[src/rtl/uart_rx.sv]
// uart_rx: 8N1 serial receiver with 2-flop sync, mid-bit sampling,
// one-entry valid/ready output register and framing/overrun pulses.
//
// Ports:
//   clk       system clock, rising edge
//   res       synchronous active-high reset
//   rx        serial line, idle high, asynchronous
//   data      received byte, meaningful while valid=1
//   valid     byte held in output register
//   ready     consumer accepts byte on valid&ready
//   frame_err one-cycle pulse, stop bit sampled low
//   overrun   one-cycle pulse, byte dropped because register full
//   busy      frame reception in progress
module uart_rx #(
  parameter int CLK       = 16,
  parameter int BAUD_RATE = 1000000
) (
  input  logic       clk,
  input  logic       res,
  input  logic       rx,
  input  logic       ready,
  output logic [7:0] data,
  output logic       valid,
  output logic       frame_err,
  output logic       overrun,
  output logic       busy
);

  localparam longint DIVL =
    (longint'(CLK) * 64'd1000000) / longint'(BAUD_RATE);
  localparam int DIV  = int'(DIVL);
  localparam int HALF = DIV / 2;
  localparam int CW   = $clog2(DIV);

  if (DIV < 4) begin : g_div_chk
    $error("uart_rx: DIV must be at least 4");
  end

  typedef enum logic [2:0] {
    S_IDLE,
    S_START,
    S_DATA,
    S_STOP,
    S_BREAK
  } state_t;

  state_t        state, state_n;
  logic          rx_m, rx_s;
  logic [CW-1:0] cnt;
  logic [2:0]    bitn;
  logic [7:0]    shift;
  logic          tick_h, tick_b;
  logic          stop_ok, stop_bad;
  logic          deliver, drop, take;

  // Sync flops preset to the idle level so reset never looks like a start.
  always_ff @(posedge clk) begin
    if (res) begin
      rx_m <= 1'b1;
      rx_s <= 1'b1;
    end else begin
      rx_m <= rx;
      rx_s <= rx_m;
    end
  end

  assign tick_h = (cnt == CW'(HALF - 1));
  assign tick_b = (cnt == CW'(DIV - 1));

  always_ff @(posedge clk) begin
    if (res) state <= S_IDLE;
    else     state <= state_n;
  end

  always_comb begin
    state_n = state;
    unique case (state)
      S_IDLE:  if (!rx_s) state_n = S_START;
      S_START: if (tick_h) state_n = rx_s ? S_IDLE : S_DATA;
      S_DATA:  if (tick_b && bitn == 3'd7) state_n = S_STOP;
      S_STOP:  if (tick_b) state_n = rx_s ? S_IDLE : S_BREAK;
      S_BREAK: if (rx_s) state_n = S_IDLE;
      default: state_n = S_IDLE;
    endcase
  end

  always_ff @(posedge clk) begin
    if (res) begin
      cnt   <= '0;
      bitn  <= '0;
      shift <= '0;
    end else begin
      unique case (state)
        S_START: begin
          cnt <= tick_h ? '0 : cnt + CW'(1);
          if (tick_h) bitn <= '0;
        end
        S_DATA: begin
          cnt <= tick_b ? '0 : cnt + CW'(1);
          if (tick_b) begin
            shift <= {rx_s, shift[7:1]};
            bitn  <= bitn + 3'd1;
          end
        end
        S_STOP:  cnt <= tick_b ? '0 : cnt + CW'(1);
        default: cnt <= '0;
      endcase
    end
  end

  always_comb begin
    stop_ok  = (state == S_STOP) && tick_b && rx_s;
    stop_bad = (state == S_STOP) && tick_b && !rx_s;
    take     = valid && ready;
    // A byte may land in the same cycle the old one is being drained.
    deliver  = stop_ok && (!valid || ready);
    drop     = stop_ok && valid && !ready;
    busy     = (state != S_IDLE);
  end

  always_ff @(posedge clk) begin
    if (res) begin
      data      <= '0;
      valid     <= 1'b0;
      frame_err <= 1'b0;
      overrun   <= 1'b0;
    end else begin
      frame_err <= stop_bad;
      overrun   <= drop;
      if (deliver) begin
        data  <= shift;
        valid <= 1'b1;
      end else if (take) begin
        valid <= 1'b0;
      end
    end
  end

endmodule
[config.mk]
export PLATFORM = sky130hd
export DESIGN_NAME = uart_rx
export DESIGN_NICKNAME = d
export VERILOG_FILES = /design/src/rtl/uart_rx.sv
export SDC_FILE = /design/constraint.sdc
export NUM_CORES = 1
export LEC_CHECK = 0
export BUFFER_PORTS_ARGS = -buffer_cell sky130_fd_sc_hd__buf_2
export CORE_MARGIN = 1
export CORE_UTILIZATION = 40
export CTS_CLUSTER_DIAMETER = 80
export DETAILED_ROUTE_END_ITERATION = 12
export GPL_TIMING_DRIVEN = 1
export PLACE_DENSITY = 0.69
export SYNTH_ARGS = -nofsm -noshare
export SYNTH_HDL_FRONTEND = slang
export SYNTH_SLANG_ARGS = --single-unit
[constraint.sdc]
create_clock -name clk -period 2 [get_ports clk]
set_clock_uncertainty 0.1 [all_clocks]
set_input_delay 0.3 -clock clk [delete_from_list [all_inputs] [get_ports clk]]
set_output_delay 0.3 -clock clk [all_outputs]
set_load 0.02 [all_outputs]
==> Word level (Yosys, flattened, before mapping) <==
Cells that the tools add are included.
{ "totals": {"register_bits": 31} }
{ "op_classes": {"add_sub_neg": 2, "n_eq_ne": 13, "n_mux": 16, "n_reduce_logical": 20} }
{ "op_table": {"columns": ["op", "count"], "rows": [
  ["2-to-1 mux 3 bit", 8],
  ["case mux 3 bit (5 select lines)", 1],
  ["!= test 2 bit, second input constant", 6],
  ["logical AND 1 bit", 8],
  ["2-to-1 mux 4 bit", 2],
  ["case mux 4 bit (2 select lines)", 1],
  ["equality test 3 x 2 -> 1 bit, second input constant", 2],
  ["equality test 3 bit, second input constant", 2],
  ["case mux 3 bit (2 select lines)", 1],
  ["AND reduction 5 bit", 1],
  ["adder 4 x 1 -> 4 bit, second input constant", 1],
  ["equality test 4 x 3 -> 1 bit, second input constant", 1],
  ["equality test 4 bit, second input constant", 1],
  ["nonzero test 2 bit", 2],
  ["adder 3 x 1 -> 3 bit, second input constant", 1],
  ["equality test 3 x 1 -> 1 bit, second input constant", 1],
  ["zero test 1 bit", 3],
  ["zero test 3 bit", 1],
  ["AND reduction 3 bit", 1],
  ["nonzero test 3 bit", 1],
  ["2-to-1 mux 1 bit", 2],
  ["2-to-1 mux 2 bit", 1],
  ["AND reduction 2 bit", 1],
  ["OR reduction 2 bit", 1],
  ["logical OR 1 bit", 1]
]} }

==> Longest topological paths before layout <==
{ "logic_depth": {"word_depth": 5, "depth_mapped": 7, "depth_no_buf": 6} }

==> Least setup slack after synthesis <==
Ideal clock, no wire load.
{ "synth_path": {"kind": "reg2reg", "startpoint": "register cnt[0]", "endpoint": "register data[0]", "setup_ps": 128, "t_arrival_ps": 1404, "required_ps": 1772, "slack_ps": 368, "path_stages_with_launch": 8, "period_less_slack_ps": 1632, "path_cell_list": "dfxtp_1 ha_1 and3_1 buf_2 nor4b_4 buf_6 mux2i_1 nor2_1"} }
{ "synth_via": {"elab_chain_len": 4} }
{ "synth_rtl": {"columns": ["element", "line", "source"], "rows": [
  ["start: declaration", "49", "logic [CW-1:0] cnt;"],
  ["start signal: assignment", "95", "cnt <= tick_h ? '0 : cnt + CW'(1);"],
  ["start signal: assignment", "99", "cnt <= tick_b ? '0 : cnt + CW'(1);"],
  ["start signal: assignment", "105", "S_STOP: cnt <= tick_b ? '0 : cnt + CW'(1);"],
  ["equality test 4 bit", "68", "assign tick_b = (cnt == CW'(DIV - 1));"],
  ["logical AND 1 bit (2 in series)", "112", "stop_ok = (state == S_STOP) && tick_b && rx_s;"],
  ["logical AND 1 bit", "116", "deliver = stop_ok && (!valid || ready);"],
  ["end signal: assignment", "131", "data <= shift;"],
  ["end: declaration", "22", "output logic [7:0] data,"]
]} }
No other way between the ends.
A chain may end at the register's enable or synchronous reset.

==> Worst setup path after layout <==
{ "layout_path": {"startpoint": "register cnt[0]", "endpoint": "register data[5]"} }
Same word-level chain as after synthesis.

==> metrics.md <==
| Metric | Value |
|---|---|
| Status | completed |
| Largest net degree at the start of global routing | 27 |
| Hold_buf cts | 0 |
| Initial Util | 43.1% |
| Worst Max-Slew Pin Slew | 0.498 ns |
| Worst setup EP type | flop |
| Final hold violations | 0 |
| Tot GR Track Use | 15.7% |
| Synth warnings | 0 |
| Fmax | between 500 and 600 MHz |
| Post-DP HPWL | 1650 um |
| CTS root buffer | clkbuf_4 |
| Synthesized instance count | roughly 140 |
| Die Y | 59.9 um |
| Worst skew pair latency | 0.33 ns |
| Average wire per standard cell | 12.1 um |
| Die W | about 60 um |
| Drt pass-1 iters | 4 |
| CP Class | reg2reg |
| Synth-to-Final Area Change | 11.2% |
| Share of cells above drive strength 1 | a little over a fifth |
| Count of final setup violators | 0 |
| Clk sinks | 31 |
| Post_cts resized | 0 |
| Syn Nets | ~140 |
| Tcrit/Tclk final | between 90 and 100% |
| Syn avg cell area | 9.84 um2 |
| Vias in the first global route | between 800 and 900 |
| Gpl congestion | roughly 0.82 |
| Final Slew Violations | 0 |
| Total power | 1010 uW |
| IO Port Bufs | 15 |
| Initial antenna violation count | 0 |
| Die Area | 3580 um2 |
| Most frequent cells in the layout | dfxtp_1 (31), nor2_1 (26), mux2i_1 (16), buf_2 (15), clkbuf_4 (5) |
| Remaining Overflow, GRT | 0 |
| Lkg Pwr | 0.000622 uW |
| Clock Tree Buf Depth | 2 |
| #FFs+latches synth | 31 |
| Sequential-to-total area share from yosys stat | 46.4% |
| Fin crit period | 1.83 ns |
| Antenna Violating Nets Remaining | 0 |
| # Post-CTS Setup Buffers | 0 |
| Yosys cell types | 40 |
| Final core utilization | between 40% and 50% |
| Clk pin slew, worst setup/hold paths | 0.10 ns |
| Unrepaired setup endpoints after global routing | no |
| Hold WS | 0.0307 ns |
| CP Max Fanout | 8 |
| Nets@finish | 159 |
| CTS tree | yes |
| Vias per cell | 5.09 |
| Max_cap viols | 0 |
| HP Class | in2reg |
| Residual DRC | 0 |
| Final setup margin | roughly 0.17 ns |
| Io pins | 16 |
| Diode count | 0 |
| First-pass GRT wire length | ~4000 um |
| Via count | 1003 |
| Synthesized area | 1340 um2 |
| Crit path DAT | approximately 1.9 ns |
| Startpoint type of the worst setup path | flop |
| Core area | 3100 um2 |
| Initial DRC Count | 38 |
| Placement Setup Slack | 0.210 ns |
| Setup TNS | 0 ns |
| Slew Limit Headroom | between 60 and 70% |
| Req. time, crit path | 2.10 ns |
| Pwr dens | just under 700 nW/um2 |
| Most common cell after layout, fill and taps aside | dfxtp_1 |
| Total CTS buffers | 5 |
| Worst-case vdd ir drop | 0.000412 V |
| Final wirelength | 2380 um |
| Cell Rows | 20 |
| H-tree Lvls | 2 |
cells by family after synthesis:
group                      synth area share (%)
buffers and inverters                      5.33
adders and majority gates                  2.80
and+or+nand+nor                            21.3
xor gates and xnor gates                   1.96
AOI/OAI and AO/OA                          8.60
muxes                                      13.6
DFF                                        46.4
layer usage:
| metal | share of wire [%] | up-vias | GRT usage, % |
|---|---|---|---|
| met3 | 4.9 | 8 | 6.93 |
| met2 | 46 | 23 | 23.8 |
| met5 | 0 | - | 0 |
| met1 | 47 | 472 | 18.6 |
| met4 | 2.3 | 0 | 8.31 |
| li1 | - | 500 | - |
critical path, cell delays in order, from the launching register on:
cell and delay, ns:
dfxtp_1 0.37, ha_1 0.23, and3_1 0.30, nor4b_4 0.23
buf_4 0.22, mux2i_1 0.21, nor2_1 0.05
registers in the layout (all words and copies together) (netlist names):
| signal | flops |
|---|---|
| bitn | 3 |
| cnt | 4 |
| data | 8 |
| frame_err | 1 |
| overrun | 1 |
| rx_m | 1 |
| rx_s | 1 |
| shift | 8 |
| state | 3 |
| valid | 1 |
cell type report:
class                   count  area (um2)
well taps                  44        55.1
multi-input cells          92         647
fillers                   324        1610
flip-flops and latches     31         621
clock buffers               7        45.0
repair buffers             19         105
inverters                   3        11.3
clock inverters             1        5.00
where the power goes:
part | leakage (uW) | switching [uW] | total (uW) | internal, uW
logic | 0.000342 | 22.2 | 36.1 | 13.9
clock network | 0.0000293 | 208 | 345 | 137
registers | 0.000250 | 5.33 | 626 | 620
synth_stat cells (all sizes together):
cell type / number / area share, %
dfxtp: 31 / 46
nor2: 26 / 7.3
mux2i: 16 / 12
buf: 5 / 3.0
clkbuf: 5 / 1.5
a21oi: 4 / 1.5
ha: 3 / 2.8
inv: 3 / 0.84
nand2b: 3 / 1.4
nand4: 3 / 1.4
nor3: 3 / 1.1
a211oi: 2 / 2.1
mux2: 2 / 1.7
nand2: 2 / 0.56
nand3: 2 / 0.75
nand3b: 2 / 1.1
nor2b: 2 / 0.93
o21ai: 2 / 0.75
or2: 2 / 0.93
xor2: 2 / 1.3
a2bb2oi: 1 / 0.65
a31oi: 1 / 0.47
a32oi: 1 / 0.65
and2: 1 / 0.47
and3: 1 / 0.47
nor3b: 1 / 0.56
nor4: 1 / 0.47
nor4b: 1 / 1.8
nor4bb: 1 / 0.75
o211ai: 1 / 0.56
o21ba: 1 / 0.75
o221ai: 1 / 0.65
o31ai: 1 / 0.56
or3: 1 / 0.47
or3b: 1 / 0.84
xnor2: 1 / 0.65
stage by stage:
step | instances | cell area, um2
after global routing | 197 | 1490
final | 197 | 1490
after global placement | 189 | 1440
after floorplan | 136 | 1340
after CTS | 197 | 1490
after detailed placement | 189 | 1440
worst paths after layout:
path                          start              endpoint  slack [ns]  cells after the start
hold / removal                ready    overrun$_SDFF_PP0_        0.03                      2
hold reg to reg     rx_m$_SDFF_PP1_       rx_s$_SDFF_PP1_        0.31                      1
setup / recovery  cnt[0]$_SDFF_PP0_  data[5]$_SDFFE_PP0P_        0.17                      6
setup reg to reg  cnt[0]$_SDFF_PP0_  data[5]$_SDFFE_PP0P_        0.17                      6
Power figures use the tool's default switching activity.
